<file path="config.mk">
export PLATFORM = sky130hd
export DESIGN_NAME = layer_datapath
export DESIGN_NICKNAME = d
export VERILOG_FILES = /design/src/rtl/nn_pkg.sv /design/src/rtl/neuron_lane.sv /design/src/rtl/layer_datapath.sv
export SDC_FILE = /design/constraint.sdc
export NUM_CORES = 1
export LEC_CHECK = 0
export ABC_CLOCK_PERIOD_IN_PS = 12320
export BUFFER_PORTS_ARGS = -buffer_cell sky130_fd_sc_hd__buf_2
export CAP_MARGIN = 5
export CORE_ASPECT_RATIO = 2
export CORE_MARGIN = 2
export CORE_UTILIZATION = 50
export CTS_CLUSTER_SIZE = 8
export DETAILED_ROUTE_END_ITERATION = 10
export HOLD_SLACK_MARGIN = 0.06
export MAX_ROUTING_LAYER = met4
export PLACE_DENSITY = 0.75
export REMOVE_ABC_BUFFERS = 1
export SYNTH_ARGS = -nofsm -noshare
export SYNTH_HDL_FRONTEND = slang
export SYNTH_HIERARCHICAL = 1
export SYNTH_SLANG_ARGS = --single-unit
export TNS_END_PERCENT = 20
</file>
<file path="constraint.sdc">
create_clock -name clk -period 12.32 [get_ports clk]
set_input_delay 3.696 -clock clk [delete_from_list [all_inputs] [get_ports clk]]
set_output_delay 3.696 -clock clk [all_outputs]
set_load 0.02 [all_outputs]
</file>
<file path="src/rtl/nn_pkg.sv">
// Shared types and helpers for the fully connected layer datapath.
package nn_pkg;
  localparam int DW   = 8;
  localparam int FRAC = 4;

  typedef enum logic [1:0] {PH_LOAD, PH_MAC, PH_BIAS, PH_ACT} phase_e;

  // Sum of NO_IPN full products plus a shifted bias can never overflow this width.
  function automatic int acc_w(input int dw, input int ipn);
    return 2 * dw + $clog2(ipn) + 1;
  endfunction

  // Drop fractional bits (toward -inf), clamp negatives to 0, optionally clamp to the DW max.
  function automatic logic signed [63:0] relu_sat(input logic signed [63:0] acc, input int frac,
                                                  input int dw, input bit sat);
    logic signed [63:0] r;
    logic signed [63:0] lim;
    r   = acc >>> frac;
    lim = (64'sd1 <<< (dw - 1)) - 64'sd1;
    if (r < 0) r = '0;
    else if (sat && (r > lim)) r = lim;
    return r;
  endfunction
endpackage

</file>
<file path="src/rtl/neuron_lane.sv">
// One MAC lane: a weight column buffer and a wide signed accumulator.
module neuron_lane
  import nn_pkg::*;
#(
  parameter int NO_IPN = 4,
  parameter int DW     = nn_pkg::DW,
  parameter int FRAC   = nn_pkg::FRAC,
  parameter int ACC_W  = acc_w(DW, NO_IPN),
  localparam int IW    = $clog2(NO_IPN)
) (
  input  logic             clk,
  input  logic             rst,
  input  logic             wr_en,
  input  logic [IW-1:0]    wr_idx,
  input  logic [DW-1:0]    w_in,
  input  logic             mac_step,
  input  logic [IW-1:0]    rd_idx,
  input  logic [DW-1:0]    x_in,
  input  logic             bias_step,
  input  logic [DW-1:0]    bias_in,
  input  logic             clr,
  output logic [ACC_W-1:0] acc
);
  logic [NO_IPN-1:0][DW-1:0] w_buf_q, w_buf_d;
  logic [ACC_W-1:0]          acc_q, acc_d;
  logic signed [2*DW-1:0]    prod;
  logic [DW-1:0]             w_sel;

  always_comb begin
    w_sel = w_buf_q[rd_idx];
    prod  = $signed({{DW{x_in[DW-1]}}, x_in}) * $signed({{DW{w_sel[DW-1]}}, w_sel});
    w_buf_d = w_buf_q;
    if (wr_en) w_buf_d[wr_idx] = w_in;
    acc_d = acc_q;
    if (clr)
      acc_d = '0;
    else if (mac_step)
      acc_d = acc_q + {{(ACC_W - 2*DW){prod[2*DW-1]}}, prod};
    else if (bias_step)
      // bias is Q.FRAC; shift it up to the Q.2FRAC scale of the products
      acc_d = acc_q + {{(ACC_W - DW - FRAC){bias_in[DW-1]}}, bias_in, {FRAC{1'b0}}};
  end

  always_ff @(posedge clk) begin
    if (rst) begin
      w_buf_q <= '0;
      acc_q   <= '0;
    end else begin
      w_buf_q <= w_buf_d;
      acc_q   <= acc_d;
    end
  end

  assign acc = acc_q;
endmodule

</file>
<file path="src/rtl/layer_datapath.sv">
// Fully connected layer datapath: parallel MAC lanes, serial bias/ReLU/emit.
// Define OUT_SAT_EN to saturate outputs above the signed DW maximum instead of truncating.
module layer_datapath
  import nn_pkg::*;
#(
  parameter int NO_NPL = 4,
  parameter int NO_IPN = 4,
  parameter int DW     = nn_pkg::DW,
  parameter int FRAC   = nn_pkg::FRAC,
  localparam int IW    = $clog2(NO_IPN),
  localparam int NW    = $clog2(NO_NPL)
) (
  input  logic                 clk,
  input  logic                 rst,
  input  logic                 in_valid,
  output logic                 in_ready,
  input  logic [DW-1:0]        in_x,
  input  logic [NO_NPL*DW-1:0] in_w,
  input  logic [NO_NPL*DW-1:0] bias,
  input  logic                 mac_en,
  input  logic                 bias_add_en,
  input  logic                 act_fn_en,
  output logic                 out_valid,
  output logic [DW-1:0]        out_data,
  output logic [NW-1:0]        out_idx,
  output logic                 layer_done,
  output logic                 protocol_err
);
  localparam int ACC_W = acc_w(DW, NO_IPN);
`ifdef OUT_SAT_EN
  localparam bit SAT = 1'b1;
`else
  localparam bit SAT = 1'b0;
`endif

  phase_e                    phase_q, phase_d;
  logic [IW-1:0]             wr_ptr_q, wr_ptr_d, rd_ptr_q, rd_ptr_d;
  logic [NW-1:0]             b_ptr_q, b_ptr_d, a_ptr_q, a_ptr_d;
  logic                      load_full_q, load_full_d;
  logic [NO_IPN-1:0][DW-1:0] x_buf_q, x_buf_d;
  logic                      out_valid_q, out_valid_d, layer_done_q, layer_done_d;
  logic [DW-1:0]             out_data_q, out_data_d;
  logic [NW-1:0]             out_idx_q, out_idx_d;
  logic                      err_q, err_d;
  logic                      multi, mac_ok, bias_ok, act_ok, accept;
  logic [NO_NPL-1:0][ACC_W-1:0] lane_acc;
  logic [ACC_W-1:0]          acc_sel;

  for (genvar n = 0; n < NO_NPL; n++) begin : g_lane
    neuron_lane #(.NO_IPN(NO_IPN), .DW(DW), .FRAC(FRAC), .ACC_W(ACC_W)) u_lane (
      .clk       (clk),
      .rst       (rst),
      .wr_en     (accept),
      .wr_idx    (wr_ptr_q),
      .w_in      (in_w[n*DW +: DW]),
      .mac_step  (mac_ok),
      .rd_idx    (rd_ptr_q),
      .x_in      (x_buf_q[rd_ptr_q]),
      .bias_step (bias_ok && (b_ptr_q == NW'(n))),
      .bias_in   (bias[n*DW +: DW]),
      .clr       (layer_done_q),
      .acc       (lane_acc[n])
    );
  end

  always_comb begin
    multi   = $countones({mac_en, bias_add_en, act_fn_en}) > 1;
    mac_ok  = mac_en      && !multi && (phase_q == PH_MAC);
    bias_ok = bias_add_en && !multi && (phase_q == PH_BIAS);
    act_ok  = act_fn_en   && !multi && (phase_q == PH_ACT);
    accept  = in_valid && !load_full_q && (phase_q == PH_LOAD);
    acc_sel = lane_acc[a_ptr_q];

    phase_d      = phase_q;
    wr_ptr_d     = wr_ptr_q;
    rd_ptr_d     = rd_ptr_q;
    b_ptr_d      = b_ptr_q;
    a_ptr_d      = a_ptr_q;
    load_full_d  = load_full_q;
    x_buf_d      = x_buf_q;
    out_valid_d  = 1'b0;
    layer_done_d = 1'b0;
    out_data_d   = out_data_q;
    out_idx_d    = out_idx_q;
    // Any strobe that does not qualify is a violation and is dropped.
    err_d = err_q | (mac_en && !mac_ok) | (bias_add_en && !bias_ok) | (act_fn_en && !act_ok);

    case (phase_q)
      PH_LOAD: if (accept) begin
        x_buf_d[wr_ptr_q] = in_x;
        wr_ptr_d = wr_ptr_q + 1'b1;
        if (wr_ptr_q == IW'(NO_IPN - 1)) begin
          wr_ptr_d    = '0;
          load_full_d = 1'b1;
          phase_d     = PH_MAC;
        end
      end
      PH_MAC: if (mac_ok) begin
        rd_ptr_d = rd_ptr_q + 1'b1;
        if (rd_ptr_q == IW'(NO_IPN - 1)) begin
          rd_ptr_d = '0;
          phase_d  = PH_BIAS;
        end
      end
      PH_BIAS: if (bias_ok) begin
        b_ptr_d = b_ptr_q + 1'b1;
        if (b_ptr_q == NW'(NO_NPL - 1)) begin
          b_ptr_d = '0;
          phase_d = PH_ACT;
        end
      end
      PH_ACT: if (act_ok) begin
        out_valid_d = 1'b1;
        out_idx_d   = a_ptr_q;
        out_data_d  = DW'(relu_sat({{(64 - ACC_W){acc_sel[ACC_W-1]}}, acc_sel}, FRAC, DW, SAT));
        a_ptr_d     = a_ptr_q + 1'b1;
        if (a_ptr_q == NW'(NO_NPL - 1)) begin
          a_ptr_d      = '0;
          layer_done_d = 1'b1;
          phase_d      = PH_LOAD;
        end
      end
      default: phase_d = PH_LOAD;
    endcase

    // load_full stays set through the layer_done cycle so in_ready rises one cycle later.
    if (layer_done_q) load_full_d = 1'b0;
  end

  always_ff @(posedge clk) begin
    if (rst) begin
      phase_q      <= PH_LOAD;
      wr_ptr_q     <= '0;
      rd_ptr_q     <= '0;
      b_ptr_q      <= '0;
      a_ptr_q      <= '0;
      load_full_q  <= 1'b0;
      x_buf_q      <= '0;
      out_valid_q  <= 1'b0;
      layer_done_q <= 1'b0;
      out_data_q   <= '0;
      out_idx_q    <= '0;
      err_q        <= 1'b0;
    end else begin
      phase_q      <= phase_d;
      wr_ptr_q     <= wr_ptr_d;
      rd_ptr_q     <= rd_ptr_d;
      b_ptr_q      <= b_ptr_d;
      a_ptr_q      <= a_ptr_d;
      load_full_q  <= load_full_d;
      x_buf_q      <= x_buf_d;
      out_valid_q  <= out_valid_d;
      layer_done_q <= layer_done_d;
      out_data_q   <= out_data_d;
      out_idx_q    <= out_idx_d;
      err_q        <= err_d;
    end
  end

  assign in_ready     = !load_full_q;
  assign out_valid    = out_valid_q;
  assign out_data     = out_data_q;
  assign out_idx      = out_idx_q;
  assign layer_done   = layer_done_q;
  assign protocol_err = err_q;
endmodule

</file>
==> impl_metrics.yaml, run 1 <==
grt:
  grt_start_max_net_pins: 82
  grt_pass1_wl_um: 106000
  grt_overflow_total: 0
  grt_pass1_vias: 21856
  track_usage_pct: 23.6
  antenna_found_initial: 7
yosys:
  async_flop_share_pct: 0
  synth_edf_count: 0
  synth_most_common_cell: "inv_1"
  synth_area_leaders: "dfxtp_1 (19%), fa_1 (17%), ha_1 (12%), inv_1 (5.7%), mux2i_1 (5.6%)"
  yosysTopAreaCell: "dfxtp_1"
  yosysTopAreaCellShare_pct: 19.3
  synth_cell_types: 90
  syn_area_per_cell_um2: 8.94
  synth_commonest_cells: "inv_1 (406), nor2_1 (277), ha_1 (268)"
  netlist_area_um2: 27000
  synth_warnings: 6
  yosysSeqAreaShare_pct: 19.3
  synth-seq-cells: 260
  synth_ff_type: "dfxtp_1"
  synthCells: 3015
critical_path:
  required_ps: 12700
  start_kind: "register"
  crit_family: "adder cells"
  worstReg2RegEnd: "g_lane[0].u_lane/acc[18]$_SDFFE_PP0N_"
  crit_path_end: "g_lane[0].u_lane/acc[18]$_SDFFE_PP0N_"
  cp_slowest_stage_delay_ps: 870
  arrival_ps: 8140
  critical_path_buf_inv_count: 4
  worstSetupStartpoint: "rd_ptr_q[0]$_SDFFE_PP0P_"
  reg2reg_from: "rd_ptr_q[0]$_SDFFE_PP0P_"
  reg2reg_slack_ps: 4560
  rr_worst_depth: 28
  path_class: "reg2reg"
  cp_slowest_cell: "mux4_2"
  cp-end-kind: "register"
  crit_cells: 28
  path_max_fanout: 44
power_and_ir_drop:
  vdd_drop_max_mv: 0.0896
  p_int_mw: 2.14
  total_power_mw: 3.55
  power_leakage_nw: 14.0
  switching_power_mw: 1.41
  seq_power_share_pct: 27.1
  pwr_density_cell_nw_per_um2: 122
  pwr-share-comb_pct: 46.4
  clockPowerShare_pct: 26.6
  sw_frac_of_total_pct: 39.7
timing:
  rsz0062_at_grt: "false"
  hold_viol: 0
  fin_hold_ws_ps: 447
  report.final.slew_viol_count: 0
  setup_viol_count_final: 0
  fin_skew_ps: 21.3
  timing.final.crit_share_pct: 63.0
  fin_crit_ps: 7760
  fmax_mhz: 129
  tightest_slew_ps: 962
  slew_headroom_pct: 35.6
  tns_ps: 0
clock_network:
  cts_root_buf: "clkbuf_16"
  cts_tree: "done"
  holdBufCountCts: 0
  postCtsSetupBuffers: 0
  cts_resized: 0
  clockBufferDepth: 3
  clock_latency_ps: 550
  path_clk_slew_ps: 50
  cts_buffers: 38
  clock-sinks: 260
  cts-htree-levels: 2
detailed_routing:
  wirelength_um: 63100
  drt_iter0_drc: 1036
  vias: 20899
  postRouteAntennaNets: 0
  drc: 0
  first_pass_iters: 5
  wl_per_cell_um: 16.8
  via_per_inst: 5.58
layout:
  fin_util_pct: 54.3
  fin_area_um2: 29000
  drive_above_1_share_pct: 7.85
  area_growth_pct: 7.73
  fin_nets: 3642
floorplan:
  rows: 120
  dieArea_um2: 55900
  die_x_um: 168
  start_util_pct: 50.4
  io_pins: 92
  die_y_um: 332
  core_um2: 53500
placed_design:
  dp_hpwl_um: 49600
  io_buffers: 91
  place.gp.congestion: 0.862
  placedInstanceArea_um2: 28000
run:
  drv_cap: 0
min_path:
  hold_path.class: "reg2reg"
outcome:
  outcome: "complete, no violations"
sequential cells by signal, summed over array words and instances (netlist names), 2 cells and up:
signal	count
wr_ptr_q	2
x_buf_q	32
out_idx	2
g_lane.u_lane/w_buf_q	128
b_ptr_q	2
phase_q	2
rd_ptr_q	2
a_ptr_q	2
g_lane.u_lane/acc	76
out_data	8
worst min-delay path by stage:
stage                              from                  endpoint  slack [ps]  cells after the start
3_5_place_dp   out_data[5]$_SDFFE_PP0P_  out_data[5]$_SDFFE_PP0P_         440                      2
3_3_place_gp   x_buf_q[19]$_SDFFE_PP0P_  x_buf_q[19]$_SDFFE_PP0P_         440                      2
4_1_cts        x_buf_q[28]$_SDFFE_PP0P_  x_buf_q[28]$_SDFFE_PP0P_         450                      2
5_1_grt         x_buf_q[2]$_SDFFE_PP0P_   x_buf_q[2]$_SDFFE_PP0P_         470                      2
2_1_floorplan  x_buf_q[16]$_SDFFE_PP0P_  x_buf_q[16]$_SDFFE_PP0P_         430                      2
6_report       out_data[5]$_SDFFE_PP0P_  out_data[5]$_SDFFE_PP0P_         450                      2
per-layer routing:
layer	routed length [µm]	global-route usage, %
met1	25000	25.4
met2	32900	43.2
met3	2100	2.46
met4	3110	11.1
met5	0	-
tightest hold or removal path: stages, from the launching register on:
cell,delay [ps]
dfxtp_1,300
nand2_1,50
a21oi_1,50
cell type report:
type                            instances  area [µm²]
Fill cell                            4816       24400
Clock inverter                          3        58.8
Tap cell                              671         840
Clock buffer                           41         972
Timing Repair Buffer                  101         537
Sequential cell                       260        5210
Inverter                              408        1530
Multi-Input combinational cell       2259       19900
Antenna cell                            5        12.5
cells by family (layout without fill, tap and decap cells):
| logic type | after synthesis | after routing | share of synthesized area (%) |
|---|---|---|---|
| other | 0 | 5 | 0 |
| AOI/OAI and AO/OA | 508 | 508 | 12.8 |
| and+or+nand+nor | 887 | 887 | 16.4 |
| xor gates and xnor gates | 166 | 166 | 5.50 |
| buffers and inverters | 496 | 553 | 6.96 |
| DFF | 260 | 260 | 19.3 |
| muxes | 202 | 202 | 9.61 |
| adders and majority gates | 496 | 496 | 29.4 |
power groups by stage:
| stage | clock [mW] | sequential (mW) | combinational, mW |
|---|---|---|---|
| 6_report | 0.943 | 0.959 | 1.64 |
| 5_1_grt | 0.992 | 0.965 | 1.86 |
| 4_1_cts | 0.968 | 0.959 | 1.65 |
| 3_5_place_dp | 0 | 0.975 | 1.64 |
| 3_3_place_gp | 0 | 0.972 | 1.60 |
| 2_1_floorplan | 0 | 0.956 | 1.27 |
cells in the final DEF (no fill, tap or decap), types with 12 or more instances in the layout:
master	instances
nor2b_1	52
dfxtp_1	258
xor2_1	52
or3_1	26
nand3_1	32
inv_1	405
ha_1	268
o21a_1	13
buf_2	90
mux2i_1	152
nor3_1	40
clkbuf_16	38
and2_1	188
o21bai_1	31
a21o_1	38
mux4_2	45
fa_1	228
nand2b_1	19
o21ai_0	39
a21oi_1	157
a211oi_1	95
nand2_1	177
o21ai_1	38
nand3b_1	12
and3_1	12
nor2_1	277
xnor2_1	111
metrics by stage:
stage | setup WS, ps | instances
final | 4560 | 3748
after global routing | 4100 | 3748
after CTS | 4520 | 3743
after detailed placement | 4540 | 3699
after global placement | 4630 | 3699
after floorplan | 4310 | 2927
Note: power is estimated with default switching activity, not from simulation.
==> run 2, diff against run 1 <==
Settings changed: ABC_CLOCK_PERIOD_IN_PS 12320 to 6500, PLACE_DENSITY 0.75 to 0.78.
Clock period 12.32 ns to 6.5 ns, I/O delays scaled along.
==> run 2 against run 1 <==
Net effect:
- critical path type unchanged
- utilization up 5.8 points
- power up 120%
- register-to-register slack got worse by 4900 ps
- the run now ends with setup timing left
- via count is 8.0% higher
- clock power rose by 90%
- wire length increased by 14%
- critical path depth shrank 1
- non-clock buffer count increased by 290
- largest power group unchanged
- first-iteration DRC count up 14%
==> impl_metrics.yaml, run 2 (synthesis results as in run 1) <==
floorplan:
  io_pins: 92
  start_util_pct: 50.4
  rows: 120
  die_y_um: 332
  core_um2: 53500
  dieArea_um2: 55900
  die_x_um: 168
detailed_routing:
  postRouteAntennaNets: 0
  drc: 0
  drt_iter0_drc: 1184
  via_per_inst: 5.58
  wl_per_cell_um: 17.8
  wirelength_um: 72100
  first_pass_iters: 5
  vias: 22580
timing:
  fmax_mhz: 146
  slew_headroom_pct: 30.7
  report.final.slew_viol_count: 0
  rsz0062_at_grt: "true"
  fin_ws_ps: -359
  fin_crit_ps: 6860
  tightest_slew_ps: 1030
  timing.final.crit_share_pct: 106
  fin_hold_ws_ps: 448
  fin_skew_ps: 26.5
  tns_ps: -1770
  setup_viol_count_final: 10
  hold_viol: 0
layout:
  area_growth_pct: 19.2
  top_register: "g_lane.u_lane/w_buf_q"
  largest_reg_flops: 128
  instances_no_fill: 4044
  fin_nets: 3933
  fin_area_um2: 32100
  layout_common_cells: "inv_1 (393), nor2_1 (271), buf_4 (271)"
  layout_commonest_cell: "inv_1"
  drive_above_1_share_pct: 19.4
  fin_util_pct: 60.1
grt:
  track_usage_pct: 25.1
  grt_pass1_vias: 23444
  grt_overflow_total: 0
  antenna_found_initial: 11
  grt_pass1_wl_um: 112000
  grt_start_max_net_pins: 117
run:
  drv_cap: 0
clock_network:
  cts-htree-levels: 2
  path_clk_slew_ps: 60
  cts_root_buf: "clkbuf_16"
  cts_buffers: 38
  cts_tree: "done"
  clock_latency_ps: 560
  clockBufferDepth: 3
  clock-sinks: 260
critical_path:
  path_class: "reg2reg"
  start_kind: "register"
  cp-end-kind: "register"
  arrival_ps: 7280
  path_max_fanout: 6
  worstSetupStartpoint: "rd_ptr_q[0]$_SDFFE_PP0P_"
  reg2reg_slack_ps: -360
  path_common_cell: "fa_1"
  required_ps: 6930
  worstReg2RegEnd: "g_lane[1].u_lane/acc[18]$_SDFFE_PP0N_"
  rr_worst_depth: 27
  cp_slowest_stage_delay_ps: 650
  reg2reg_from: "rd_ptr_q[0]$_SDFFE_PP0P_"
  cp_slowest_cell: "mux4_2"
min_path:
  hold_path.class: "reg2reg"
  whs_endpoint: "out_data[5]$_SDFFE_PP0P_"
  hp-start: "out_data[5]$_SDFFE_PP0P_"
  hold_depth: 2
outcome:
  violations: "setup timing"
  outcome: "finished with violations"
placed_design:
  placedInstanceArea_um2: 30000
  io_buffers: 91
  dp_hpwl_um: 53700
  place.gp.congestion: 0.887
  dp_cells: 3953
power_and_ir_drop:
  vdd_drop_max_mv: 0.166
  pwr_density_cell_nw_per_um2: 239
  power_leakage_nw: 15.6
[run 2: area by class of cell]
| type | count | area, µm² |
|---|---|---|
| fillers | 4256 | 21300 |
| diodes | 12 | 30.0 |
| well taps | 671 | 840 |
| inverters | 408 | 1530 |
| repair buffers | 391 | 2960 |
| flip-flops and latches | 260 | 5210 |
| clock buffers | 38 | 951 |
| multi-input cells | 2260 | 20600 |
| clock inverters | 4 | 63.8 |
[run 2: how the worst max path moves through the flow]
stage	end	slack [ps]	cells past startpoint
3_3_place_gp	g_lane[2].u_lane/acc[18]$_SDFFE_PP0N_	-320	27
2_1_floorplan	g_lane[1].u_lane/acc[18]$_SDFFE_PP0N_	-1510	25
5_1_grt	g_lane[1].u_lane/acc[18]$_SDFFE_PP0N_	-630	26
3_5_place_dp	g_lane[0].u_lane/acc[18]$_SDFFE_PP0N_	-420	25
6_report	g_lane[1].u_lane/acc[18]$_SDFFE_PP0N_	-360	27
4_1_cts	g_lane[2].u_lane/acc[18]$_SDFFE_PP0N_	-300	26
[run 2: through the flow]
stage                     power [mW]  worst slack (ps)
after global routing            8.22              -634
after detailed placement        5.53              -418
after floorplan                 4.22             -1510
after global placement          5.41              -319
final                           7.70              -359
after CTS                       7.39              -302
[run 2: timing repair]
item / 4_1_cts / 5_1_grt
gates resized for setup: 21 / 150
cloned: 1 / 3
pin swaps: 10 / 79
setup endpoints to repair: 12 / 25
hold buffers: 0 / 0
buffers inserted: 7 / 26
[run 2: report_power, final]
| part | switching, mW | internal [mW] | leakage (nW) | total [mW] |
|---|---|---|---|---|
| registers | 0.119 | 1.71 | 2.11 | 1.83 |
| clock network | 0.724 | 1.07 | 0.498 | 1.79 |
| logic | 2.14 | 1.93 | 13.0 | 4.07 |
| total | 2.98 | 4.72 | 15.6 | 7.70 |
[run 2: worst max-delay path, delay by kind of cell (launching register included)]
| kind | cells | cell delay, ps |
|---|---|---|
| fa+ha+maj | 6 | 2600 |
| simple gates | 6 | 1390 |
| compound gates | 8 | 1180 |
| mux | 1 | 650 |
| flops | 1 | 390 |
| buf+inv | 5 | 340 |
| xor+xnor | 1 | 200 |
[run 2: layer usage]
layer  part of all wire [%]  wire, µm  up-vias  track usage [%]
met5                      0         0        -                -
met4                    6.1      4380        0             13.7
met3                    4.7      3370      237             3.36
met2                     53     38200      624             45.9
met1                     36     26200    10912             25.8
li1                       -         -    10807                -
==> run 3, diff against run 2 <==
Settings changed: SKIP_LAST_GASP from default to 1.
==> run 3 against run 2 <==
Net effect:
- the flow still finishes with violations (setup timing)
- clock-buffer cell count stayed put
- sequential share of layout area is 0.27 points higher
- critical path depth is 2 higher
- critical path type unchanged
==> impl_metrics.yaml, run 3 (synthesis results as in run 1) <==
clock_network:
  cts_buffers: 38
  clock_latency_ps: 550
  cts-htree-levels: 2
  clockBufferDepth: 3
  cts_root_buf: "clkbuf_16"
  cts_tree: "done"
  clock-sinks: 260
  path_clk_slew_ps: 60
layout:
  top_register: "g_lane.u_lane/w_buf_q"
  num-fill-cells: 4391
  drive_above_1_share_pct: 17.1
  fin_nets: 3921
  multi_input_area_um2: 20200
  largest_reg_flops: 128
  layout_common_cells: "inv_1 (401), nor2_1 (275), buf_4 (270)"
  layout_commonest_cell: "inv_1"
  seq_area_um2: 5210
  area_growth_pct: 17.3
  fin_util_pct: 59.1
floorplan:
  rows: 120
  dieArea_um2: 55900
  start_util_pct: 50.4
  core_um2: 53500
  die_y_um: 332
  die_x_um: 168
  io_pins: 92
detailed_routing:
  first_pass_iters: 7
  vias: 22261
  postRouteAntennaNets: 0
  wl_per_cell_um: 17.2
  drc: 0
  drt_iter0_drc: 1095
  via_per_inst: 5.52
  wirelength_um: 69500
min_path:
  hold_path.class: "reg2reg"
grt:
  track_usage_pct: 25.1
  grt_pass1_vias: 23401
  grt_start_max_net_pins: 117
  antenna_found_initial: 9
  grt_pass1_wl_um: 111000
  grt_overflow_total: 0
critical_path:
  worstSetupStartpoint: "rd_ptr_q[0]$_SDFFE_PP0P_"
  worstReg2RegEnd: "g_lane[1].u_lane/acc[18]$_SDFFE_PP0N_"
  path_class: "reg2reg"
  cp_slowest_stage_delay_ps: 660
  rr_worst_depth: 29
  cp_slowest_cell: "mux4_2"
  path_max_fanout: 7
  reg2reg_slack_ps: -410
  crit_family: "adder cells"
  critical_path_buf_inv_count: 10
  required_ps: 6920
  crit_path_end: "g_lane[1].u_lane/acc[18]$_SDFFE_PP0N_"
  crit_cells: 29
  start_kind: "register"
  arrival_ps: 7320
  path_common_cell: "inv_1"
  cp-end-kind: "register"
  reg2reg_from: "rd_ptr_q[0]$_SDFFE_PP0P_"
timing:
  rsz0062_at_grt: "true"
  fin_skew_ps: 21.2
  fin_ws_ps: -406
  fin_crit_ps: 6910
  hold_viol: 0
  tightest_slew_ps: 990
  timing.final.crit_share_pct: 106
  tns_ps: -2110
  report.final.slew_viol_count: 0
  fmax_mhz: 145
  fin_hold_ws_ps: 449
  setup_viol_count_final: 11
  slew_headroom_pct: 33.7
placed_design:
  place_ws_ps: -418
  place.gp.congestion: 0.887
  io_buffers: 91
  dp_hpwl_um: 53700
power_and_ir_drop:
  vdd_drop_max_mv: 0.167
  pwr_density_cell_nw_per_um2: 237
  total_power_mw: 7.50
  power_leakage_nw: 15.5
run:
  drv_cap: 0
outcome:
  outcome: "finished with violations"
  violations: "setup timing"
==> run 3: cell count changes in the layout (fill, tap and decap cells not counted), sizes merged <==
cell and delta:
diode -2, buf -12
==> run 3: where the power goes <==
part	leakage, nW	switching, mW	internal [mW]
Sequential	2.11	0.117	1.71
Clock	0.498	0.715	1.07
Combinational	12.9	2.03	1.85
Total	15.5	2.86	4.64
==> run 3: metrics by stage <==
stage | std cells | cell area, µm²
after floorplan | 2927 | 26600
after global placement | 3953 | 30000
after detailed placement | 3953 | 30000
after CTS | 4003 | 31200
after global routing | 4028 | 31600
final | 4030 | 31600
==> run 3: layout make-up <==
cell class | count | share of cell area [%]
multi-input combinational | 2260 | 63.8
sequential | 260 | 16.5
timing repair buffer | 379 | 8.89
inverter | 408 | 4.85
clock buffer | 38 | 3.01
tap | 671 | 2.66
clock inverter | 4 | 0.202
antenna | 10 | 0.0792
==> run 3: what timing repair did <==
| action | CTS | global route |
|---|---|---|
| buffers inserted | 7 | 15 |
| gates cloned | 1 | 2 |
| resized for setup | 9 | 66 |
| hold buffers | 0 | 0 |
| pin swaps | 6 | 34 |
| endpoints found under the setup margin | 12 | 26 |
==> run 3: worst reg2reg max path, delay by kind of cell, from the launching register on <==
kind | cells | cell delay, ps
multiplexers | 1 | 660
adder cells (fa/ha/maj) | 6 | 2660
AND/OR/NAND/NOR | 5 | 1010
flip-flops | 1 | 400
buffers and inverters | 10 | 1110
XOR/XNOR | 1 | 200
AO/OA/AOI/OAI | 6 | 750
==> run 3: worst min-delay path by stage <==
| stage | from | to | slack [ps] | cells after the start |
|---|---|---|---|---|
| after floorplan | x_buf_q[16]$_SDFFE_PP0P_ | x_buf_q[16]$_SDFFE_PP0P_ | 430 | 2 |
| after global placement | x_buf_q[2]$_SDFFE_PP0P_ | x_buf_q[2]$_SDFFE_PP0P_ | 440 | 2 |
| after detailed placement | out_data[5]$_SDFFE_PP0P_ | out_data[5]$_SDFFE_PP0P_ | 450 | 2 |
| after CTS | out_data[5]$_SDFFE_PP0P_ | out_data[5]$_SDFFE_PP0P_ | 450 | 2 |
| after global routing | x_buf_q[9]$_SDFFE_PP0P_ | x_buf_q[9]$_SDFFE_PP0P_ | 470 | 2 |
| final | out_data[5]$_SDFFE_PP0P_ | out_data[5]$_SDFFE_PP0P_ | 450 | 2 |
==> run 3: routing by layer <==
| layer | vias up | GRT usage [%] | routed length, µm |
|---|---|---|---|
| met5 | - | - | 0 |
| li1 | 10783 | - | - |
| met3 | 171 | 3.30 | 3110 |
| met4 | 0 | 13.6 | 3850 |
| met2 | 533 | 45.9 | 36800 |
| met1 | 10774 | 25.8 | 25700 |
